`src/rtl/fractal_pkg.sv`:
```
// Shared definitions for the fractal viewport path: Q3.13 format, reset viewport,
// saturation helper and the view_controller FSM states.
// Latency: n/a (package). Backpressure: n/a.
package fractal_pkg;

  // Q3.13 fixed point: 16-bit word, 13 fractional bits
  localparam int W    = 16;
  localparam int FRAC = 13;

  // Reset viewport: top-left at (-1.0, -1.0)
  localparam logic [W-1:0] DEF_START_X = 16'hE000;
  localparam logic [W-1:0] DEF_START_Y = 16'hE000;
  localparam logic [W-1:0] DEF_STEP_X  = 16'h0019;
  localparam logic [W-1:0] DEF_STEP_Y  = 16'h0022;

  typedef enum logic [1:0] {
    IDLE,
    PAN,
    ZOOM,
    COMMIT
  } vcState_t;

  // One captured frame's worth of requests; field order matches the
  // button vector {up, down, left, right, zoom_in, zoom_out}.
  typedef struct packed {
    logic up;
    logic down;
    logic left;
    logic right;
    logic zoomIn;
    logic zoomOut;
  } viewCmd_t;

  // Clamp a 32-bit signed intermediate into the signed 16-bit range.
  function automatic logic signed [W-1:0] sat16(input logic signed [31:0] v);
    if (v > 32'sd32767)
      return 16'sh7FFF;
    else if (v < -32'sd32768)
      return 16'sh8000;
    else
      return v[W-1:0];
  endfunction

endpackage

```
`src/rtl/btn_edge_latch.sv`:
```
// Per-button rise detector with a sticky pending bit per button.
// Latency: a rise is visible on pending the cycle after it is sampled.
// Backpressure: none; a rise during clear survives into the next pending set.
// Ports: clk, reset (sync, active-high), btn[N] levels, clear (drop current
//        pending bits), pending[N] captured requests.
module btn_edge_latch #(
  parameter int N = 6
) (
  input  logic         clk,
  input  logic         reset,
  input  logic [N-1:0] btn,
  input  logic         clear,
  output logic [N-1:0] pending
);

  logic [N-1:0] btnQ;
  logic [N-1:0] rise;

  assign rise = btn & ~btnQ;

  always_ff @(posedge clk) begin
    if (reset) begin
      btnQ    <= '0;
      pending <= '0;
    end else begin
      btnQ    <= btn;
      // Clearing only drops bits already captured; a rise in the same cycle
      // belongs to the next frame.
      pending <= (clear ? '0 : pending) | rise;
    end
  end

endmodule

```
`src/rtl/view_controller.sv`:
```
// Turns pan/zoom button presses into a new viewport, committed once per frame.
// Latency: outputs change 3 cycles after the VS falling edge is sampled.
// Backpressure: none; a VS fall while busy is ignored and requests stay pending.
// Ports: Clk_100M, reset (sync, active-high), VS (active-low), six debounced
//        buttons; startX/startY (signed Q3.13), stepX/stepY (unsigned Q3.13),
//        frame_update (one-cycle pulse when the outputs are written).
module view_controller
  import fractal_pkg::*;
#(
  parameter int           H_RES       = 640,
  parameter int           V_RES       = 480,
  parameter logic [W-1:0] START_X_RST = DEF_START_X,
  parameter logic [W-1:0] START_Y_RST = DEF_START_Y,
  parameter logic [W-1:0] STEP_X_RST  = DEF_STEP_X,
  parameter logic [W-1:0] STEP_Y_RST  = DEF_STEP_Y,
  parameter int           PAN_SHIFT   = 4,
  parameter logic [W-1:0] MIN_STEP    = 16'h0001,
  parameter logic [W-1:0] MAX_STEP    = 16'h0040
) (
  input  logic                Clk_100M,
  input  logic                reset,
  input  logic                VS,
  input  logic                btn_up,
  input  logic                btn_down,
  input  logic                btn_left,
  input  logic                btn_right,
  input  logic                btn_zoom_in,
  input  logic                btn_zoom_out,
  output logic signed [W-1:0] startX,
  output logic signed [W-1:0] startY,
  output logic        [W-1:0] stepX,
  output logic        [W-1:0] stepY,
  output logic                frame_update
);

  vcState_t            state;
  viewCmd_t            cmd;
  logic [5:0]          pendBits;
  logic                clearPend;
  logic                vsQ;
  logic                vsFall;
  logic signed [W-1:0] wX, wY;
  logic        [W-1:0] wStepX, wStepY;

  btn_edge_latch #(.N(6)) uLatch (
    .clk     (Clk_100M),
    .reset   (reset),
    .btn     ({btn_up, btn_down, btn_left, btn_right, btn_zoom_in, btn_zoom_out}),
    .clear   (clearPend),
    .pending (pendBits)
  );

  assign vsFall    = vsQ & ~VS;
  assign clearPend = (state == IDLE) && vsFall && (|pendBits);

  // 32-bit signed views of the working registers; steps are unsigned.
  logic signed [31:0] wX32, wY32, sX32, sY32;
  logic signed [31:0] panX, panY, zInX, zInY, zOutX, zOutY;
  logic               doIn, doOut;

  assign wX32 = {{16{wX[W-1]}}, wX};
  assign wY32 = {{16{wY[W-1]}}, wY};
  assign sX32 = {16'd0, wStepX};
  assign sY32 = {16'd0, wStepY};

  // Opposing pan buttons cancel: each direction applies only on its own.
  assign panX = wX32 + ((cmd.right && !cmd.left) ?  (sX32 <<< PAN_SHIFT) : 32'sd0)
                     - ((cmd.left && !cmd.right) ?  (sX32 <<< PAN_SHIFT) : 32'sd0);
  assign panY = wY32 + ((cmd.down && !cmd.up)    ?  (sY32 <<< PAN_SHIFT) : 32'sd0)
                     - ((cmd.up && !cmd.down)    ?  (sY32 <<< PAN_SHIFT) : 32'sd0);

  // Centre-preserving zoom: shift the corner by a quarter (in) or half (out)
  // of the visible span. Constant factors reduce to shift-add.
  assign zInX  = wX32 + sX32 * (H_RES / 4);
  assign zInY  = wY32 + sY32 * (V_RES / 4);
  assign zOutX = wX32 - sX32 * (H_RES / 2);
  assign zOutY = wY32 - sY32 * (V_RES / 2);

  assign doIn  = cmd.zoomIn && !cmd.zoomOut && (wStepX > MIN_STEP) && (wStepY > MIN_STEP);
  assign doOut = cmd.zoomOut && !cmd.zoomIn && (wStepX < MAX_STEP) && (wStepY < MAX_STEP);

  always_ff @(posedge Clk_100M) begin
    if (reset) begin
      vsQ <= 1'b0;
    end else begin
      vsQ <= VS;
    end
  end

  always_ff @(posedge Clk_100M) begin
    if (reset) begin
      state        <= IDLE;
      cmd          <= '0;
      wX           <= START_X_RST;
      wY           <= START_Y_RST;
      wStepX       <= STEP_X_RST;
      wStepY       <= STEP_Y_RST;
      startX       <= START_X_RST;
      startY       <= START_Y_RST;
      stepX        <= STEP_X_RST;
      stepY        <= STEP_Y_RST;
      frame_update <= 1'b0;
    end else begin
      frame_update <= 1'b0;
      case (state)
        IDLE: begin
          if (vsFall && (|pendBits)) begin
            cmd    <= viewCmd_t'(pendBits);
            wX     <= startX;
            wY     <= startY;
            wStepX <= stepX;
            wStepY <= stepY;
            state  <= PAN;
          end
        end
        PAN: begin
          wX    <= sat16(panX);
          wY    <= sat16(panY);
          state <= ZOOM;
        end
        ZOOM: begin
          if (doIn) begin
            wX     <= sat16(zInX);
            wY     <= sat16(zInY);
            wStepX <= wStepX >> 1;
            wStepY <= wStepY >> 1;
          end else if (doOut) begin
            wX     <= sat16(zOutX);
            wY     <= sat16(zOutY);
            wStepX <= wStepX << 1;
            wStepY <= wStepY << 1;
          end
          state <= COMMIT;
        end
        COMMIT: begin
          startX       <= wX;
          startY       <= wY;
          stepX        <= wStepX;
          stepY        <= wStepY;
          frame_update <= 1'b1;
          state        <= IDLE;
        end
        default: state <= IDLE;
      endcase
    end
  end

endmodule

```
`config.mk`:
```
export PLATFORM = sky130hd
export DESIGN_NAME = view_controller
export DESIGN_NICKNAME = d
export VERILOG_FILES = /design/src/rtl/fractal_pkg.sv /design/src/rtl/btn_edge_latch.sv /design/src/rtl/view_controller.sv
export SDC_FILE = /design/constraint.sdc
export NUM_CORES = 1
export LEC_CHECK = 0
export ABC_AREA = 1
export BUFFER_PORTS_ARGS = -buffer_cell sky130_fd_sc_hd__buf_2
export CORE_UTILIZATION = 61
export DETAILED_ROUTE_END_ITERATION = 8
export GPL_ROUTABILITY_DRIVEN = 0
export PLACE_DENSITY_LB_ADDON = 0.25
export RECOVER_POWER = 25
export SLEW_MARGIN = 20
export SYNTH_ARGS = -nofsm -noshare
export SYNTH_HDL_FRONTEND = slang
export SYNTH_SLANG_ARGS = --single-unit
```
`constraint.sdc`:
```
create_clock -name Clk_100M -period 6.84 [get_ports Clk_100M]
set_input_delay 1.026 -clock Clk_100M [delete_from_list [all_inputs] [get_ports Clk_100M]]
set_output_delay 1.026 -clock Clk_100M [all_outputs]
set_load 0.1 [all_outputs]
```
# == After elaboration in Yosys (flattened, before gate mapping) ==
# Cells that the tools add are included.
# totals
reg_bits,150
latch_bits,0
ramBits,0
mem_bits_ro,0
inputBits,9
output_inout_bits,65
elab_cells,119
n_memories,0
# classes
add_sub_neg,8
mul,4
div,0
order_cmp,16
eq_ne,5
shifts,0
muxes,36
n_bitwise,5
n_reduce_logical,26
# op_table
cell,count
16-bit two-way mux,24
16-bit one-hot mux with 3 select lines,2
20-bit two-way mux,4
16-bit one-hot mux with 2 select lines,2
26-bit by 16-bit greater-than comparator with 1-bit output (second input constant),2
26-bit by 16-bit < comparator with 1-bit output (second input constant),2
23-bit by 16-bit greater-than comparator with 1-bit output (second input constant),2
23-bit by 16-bit < comparator with 1-bit output (second input constant),2
22-bit by 21-bit subtractor with 23-bit output,2
16-bit by 21-bit adder with 22-bit output,2
16-bit by 4-bit multiplier with 20-bit output (second input constant),2
16-bit by 3-bit multiplier with 19-bit output (second input constant),2
16-bit by 1-bit greater-than comparator with 1-bit output (second input constant),2
16-bit by 7-bit < comparator with 1-bit output (second input constant),2
27-bit by 16-bit greater-than comparator with 1-bit output (second input constant),1
27-bit by 16-bit < comparator with 1-bit output (second input constant),1
16-bit by 26-bit subtractor with 27-bit output,1
16-bit by 25-bit adder with 26-bit output,1
16-bit by 25-bit subtractor with 26-bit output,1
16-bit by 24-bit adder with 25-bit output,1
25-bit by 16-bit greater-than comparator with 1-bit output (second input constant),1
25-bit by 16-bit < comparator with 1-bit output (second input constant),1
1-bit logical AND,13
2-bit one-hot mux with 4 select lines,1
19 further kinds,26

# == Longest topological paths before layout ==
# depth
ltp_word,9
ltp_mapped,38
mapped_depth_nobuf,37

# == By module ==
# From an unflattened synthesis, not the netlist that was laid out.
# unflattened
cells_unflattened,3306
hier_area_um2,19705.1
# by_module_without_submodules
module,n_inst,cells_each,area_per_inst_um2
view_controller,1,3255,19296.0
btn_edge_latch,1,51,409.1

# == Worst setup path before layout ==
# Ideal clock, no wire load.
# synth_timing
path_kind,register -> register
from,reg wStepY[1]
to,reg wY[2]
setup_time_ns,0.120
arrival_time_ns,5.045
t_required_ns,6.720
setup_slack_ns,1.675
stages_incl_launch_ff,32
n_path_buf,1
cell_sequence,dfxtp_1 inv_1 fa_1 fa_1 inv_1 ha_1 nand2_1 nor2_1 a211oi_1 o31ai_1 a21oi_1 o21bai_1 a21oi_1 o21bai_1 xor2_1 inv_1 ha_1 buf_4 nor2_2 nand2_1 nor2_1 nand3_1 nand4_1 nand2_1 nor2_2 nand3_2 o21ai_4 nand2_4 nand3_1 nand2_1 o21bai_1 a21oi_1
# synth_between
elab_chain_len,8
word_cells_on_any_way,29
# synth_lines
item,line,source
"start, declared",view_controller.sv:43,"logic [W-1:0] wStepX, wStepY;"
"start signal, assigned",view_controller.sv:112,wStepY <= stepY;
"start signal, assigned",view_controller.sv:126,wStepY <= wStepY >> 1;
"start signal, assigned",view_controller.sv:131,wStepY <= wStepY << 1;
16-bit by 4-bit multiplier with 20-bit output,"view_controller.sv:75, view_controller.sv:77",
16-bit by 25-bit subtractor with 26-bit output,view_controller.sv:77,assign zOutY = wY32 - sY32 * (V_RES / 2);
26-bit by 16-bit < comparator with 1-bit output,fractal_pkg.sv:38,else if (v < -32'sd32768)
16-bit two-way mux,fractal_pkg.sv:38,
16-bit two-way mux,fractal_pkg.sv:36,if (v > 32'sd32767)
16-bit two-way mux,view_controller.sv:127,end else if (doOut) begin
16-bit two-way mux,view_controller.sv:122,if (doIn) begin
16-bit one-hot mux with 3 select lines,view_controller.sv:105,case (state)
"end signal, assigned",view_controller.sv:110,wY <= startY;
"end signal, assigned",view_controller.sv:124,wY <= sat16(zInY);
"end signal, assigned",view_controller.sv:129,wY <= sat16(zOutY);
"end, declared",view_controller.sv:42,"logic signed [W-1:0] wX, wY;"
# Several ways; a longest one is shown, not always the timed one. The select of a mux whose other input is x is not followed.
# A chain may end at the register's enable or synchronous reset.

# == Worst setup path in the final report ==
# layout_timing
from,reg wStepY[9]
to,reg wY[0]
# Same word-level chain as after synthesis.

==> metrics.md <==
| Metric | Value |
|---|---|
| Status | `finished with violations` |
| Failing checks | `max-capacitance violations, max-slew violations` |
| F_max | `160.8 MHz` |
| # Post-CTS Setup Buffers | `0` |
| Num ports | `74` |
| Gr usage total | `36.96%` |
| Worst r2r src | `wStepY[9]$_SDFFE_PP0P_` |
| Mean post-synth cell area | `5.882 um^2` |
| Post-synth EDFFs | `0` |
| First-pass GRT wire length | `101500 um` |
| Tightest Pin Transition | `2.704 ns` |
| Max-cap viol count | `1` |
| Cell area after synthesis | `0.02031 mm^2` |
| Min-delay worst type | `register to register` |
| CP Capture Type | `register` |
| Req. time, crit path | `7.04 ns` |
| FP Rows | `66` |
| Ys async rst share | `0%` |
| Slowest cell on crit path | `fa_1` |
| Worst Setup Start Kind | `register` |
| Worst reg2reg path depth | `32` |
| Hold-fix buffers, CTS | `0` |
| Initial antenna violation count | `0` |
| Clock Tree Buf Depth | `2` |
| Flop2flop setup slack | `0.62 ns` |
| Total gr overflow | `0` |
| Min cycle time layout | `6.218 ns` |
| Via count | `22640` |
| Synth unique cells | `52` |
| Post-synth top flop | `dfxtp_1` |
| Post-DP HPWL | `49750 um` |
| Highest-count cells in the layout ignoring fill and taps | `nand2_1 (1017), inv_1 (565), nor2_1 (334), a21oi_1 (266), nand3_1 (240)` |
| Worst Skew | `0.008618 ns` |
| Antenna Cells | `0` |
| Commonest non-fill, non-tap cell in the layout | `nand2_1` |
| Worst path arrival time | `6.42 ns` |
| CP peak stage delay | `0.52 ns` |
| Clk root buf | `clkbuf_16` |
| Share of cells above drive strength 1 | `5.690%` |
| 1st-pass router iterations | `9` |
| Die width | `184.5 um` |
| Reg clk slew, reported paths | `0.07 ns` |
| Num CTS Buffers | `17` |
| Filler cells | `3100` |
| Worst hold endpoint | `cmd[4]$_SDFFE_PP0P_` |
| Unrepaired setup endpoints after global routing | `no` |
| PortBufs | `73` |
| Pin count of the biggest net entering global routing | `100` |
| 1st-iter DRT viols | `2375` |
| Slew Viols, Final | `51` |
| Min-delay src | `cmd[4]$_SDFFE_PP0P_` |
| Post-route DRC | `0` |
| Vias/cell | `5.774` |
| Post-DRT Antenna Nets | `0` |
| Final Setup Violations | `0` |
| Clock insertion delay at the later pin of the skew report | `0.44 ns` |
| Register area share after synthesis | `14.79%` |
| Crit Path Category | `register to register` |
| CP Max Fanout | `9` |
| P&R area growth vs syn | `6.130%` |
| Post-cts sizing count | `0` |
| DRT Wirelength | `62810 um` |
| Starting Density | `62.26%` |
| Period utilisation layout | `90.91%` |
| Mapped Cells | `3453` |
| Final hold violation count | `0` |
| #FFs+latches synth | `150` |
| Clk sink count | `150` |
| Yosys warns | `0` |
| Setup TNS Final | `0 ns` |
| Reg-to-reg endpoint | `wY[0]$_SDFFE_PP0P_` |
| Vias in the first global route | `20380` |
| CTS tree | `built` |
| Die height | `184.5 um` |
| Die ar. | `0.03403 mm^2` |
| Buf/Inv on CP | `4` |
| Most frequent CP cell | `nand2_1` |
| Nets@finish | `3735` |
| Max transition margin | `-80.29%` |
| Hold Path Cell Cnt | `2` |
| H-Tree Depth | `4` |
| Delay-heaviest family, CP | `adder cells` |
| Routed len/inst | `16.02 um` |
| Core box area | `0.03262 mm^2` |
| Synth Net Count | `3721` |
-- routing by layer --
| metal | GRT usage [%] | up-vias | part of all wire [%] |
|---|---|---|---|
| met5 | 0 | - | 0 |
| li1 | - | 10940 | - |
| met3 | 6.837 | 168 | 12 |
| met1 | 52.19 | 10230 | 43 |
| met4 | 13.83 | 0 | 3.2 |
| met2 | 55.44 | 1304 | 42 |
-- tightest hold or removal path: cells and delay by family (launching register included) --
kind            cells  cell delay (ns)
flops               1             0.30
buf+inv             1             0.08
compound gates      1             0.06
-- synth_stat cells (4+ instances only) --
cell type	number	share of area (%)
a21o_1	5	0.18
a21oi_1	266	6.6
a21oi_2	13	0.56
a31oi_1	24	0.74
and2_1	6	0.18
buf_1	4	0.074
buf_2	18	0.44
buf_4	12	0.44
clkbuf_1	55	1.0
clkinv_1	4	0.074
dfxtp_1	150	15
fa_1	66	6.5
ha_1	193	12
inv_1	566	10
inv_2	12	0.22
nand2_1	1017	19
nand2_2	25	0.77
nand2_4	5	0.28
nand3_1	241	5.9
nand3_2	7	0.35
nand3b_1	9	0.33
nand4_1	54	1.7
nor2_1	336	6.2
nor2_2	13	0.40
nor3_1	26	0.64
nor3_2	6	0.30
nor4_1	6	0.18
o211ai_1	10	0.37
o21ai_0	170	4.2
o21ai_1	10	0.25
o21bai_1	20	0.74
or2_2	14	0.43
xnor2_1	17	0.73
xor2_1	47	2.0
-- sequential cells by signal (all words and copies together), names as in the netlist, 2 cells and up --
register	cells
wStepX	16
stepX	16
uLatch.pending	6
cmd	6
uLatch.btnQ	6
wX	16
startX	16
startY	16
stepY	16
wStepY	16
state	2
wY	16
-- how the worst max path moves through the flow --
stage                      startpoint            endpoint  cells after the start
2_1_floorplan  wStepY[1]$_SDFFE_PP1P_  wY[2]$_SDFFE_PP0P_                     31
3_3_place_gp   wStepY[4]$_SDFFE_PP0P_  wY[0]$_SDFFE_PP0P_                     33
3_5_place_dp   wStepY[2]$_SDFFE_PP0P_  wY[0]$_SDFFE_PP0P_                     33
4_1_cts        wStepY[1]$_SDFFE_PP1P_  wY[0]$_SDFFE_PP0P_                     33
5_1_grt        wStepY[1]$_SDFFE_PP1P_  wY[0]$_SDFFE_PP0P_                     31
6_report       wStepY[9]$_SDFFE_PP0P_  wY[0]$_SDFFE_PP0P_                     32
-- through the flow --
stage          worst slack [ns]  hold slack [ns]  cells  area (um^2)  util (%)
2_1_floorplan             1.675           0.4498   3453        20310         -
3_3_place_gp              1.124           0.4652   3889        20920     64.13
3_5_place_dp             0.8873           0.4768   3889        20920     64.13
4_1_cts                  0.8638           0.4860   3921        21560     66.11
5_1_grt                  0.1903           0.5218   3922        21550     66.08
6_report                 0.6221           0.4862   3922        21550     66.08
-- final cells by class --
type                            count  area [um^2]  area share, %
Clock buffer                       19        452.9          2.101
Clock inverter                     13        191.4         0.8881
Inverter                          583         2190          10.16
Multi-Input combinational cell   2629        14720          68.29
Sequential cell                   150         3003          13.93
Tap cell                          442        553.0          2.566
Timing Repair Buffer               86        444.2          2.061
-- logic make-up after synthesis --
group	count (synthesis)	synth area share, %
buf+inv	674	12.87
compound gates	533	14.26
xor+xnor	65	2.895
simple gates	1772	36.80
flops	150	14.79
fa+ha+maj	259	18.40
Power is left out: the tool's default activity adds up to more than one toggle a clock period on the data nets, which glitch-free logic cannot reach.
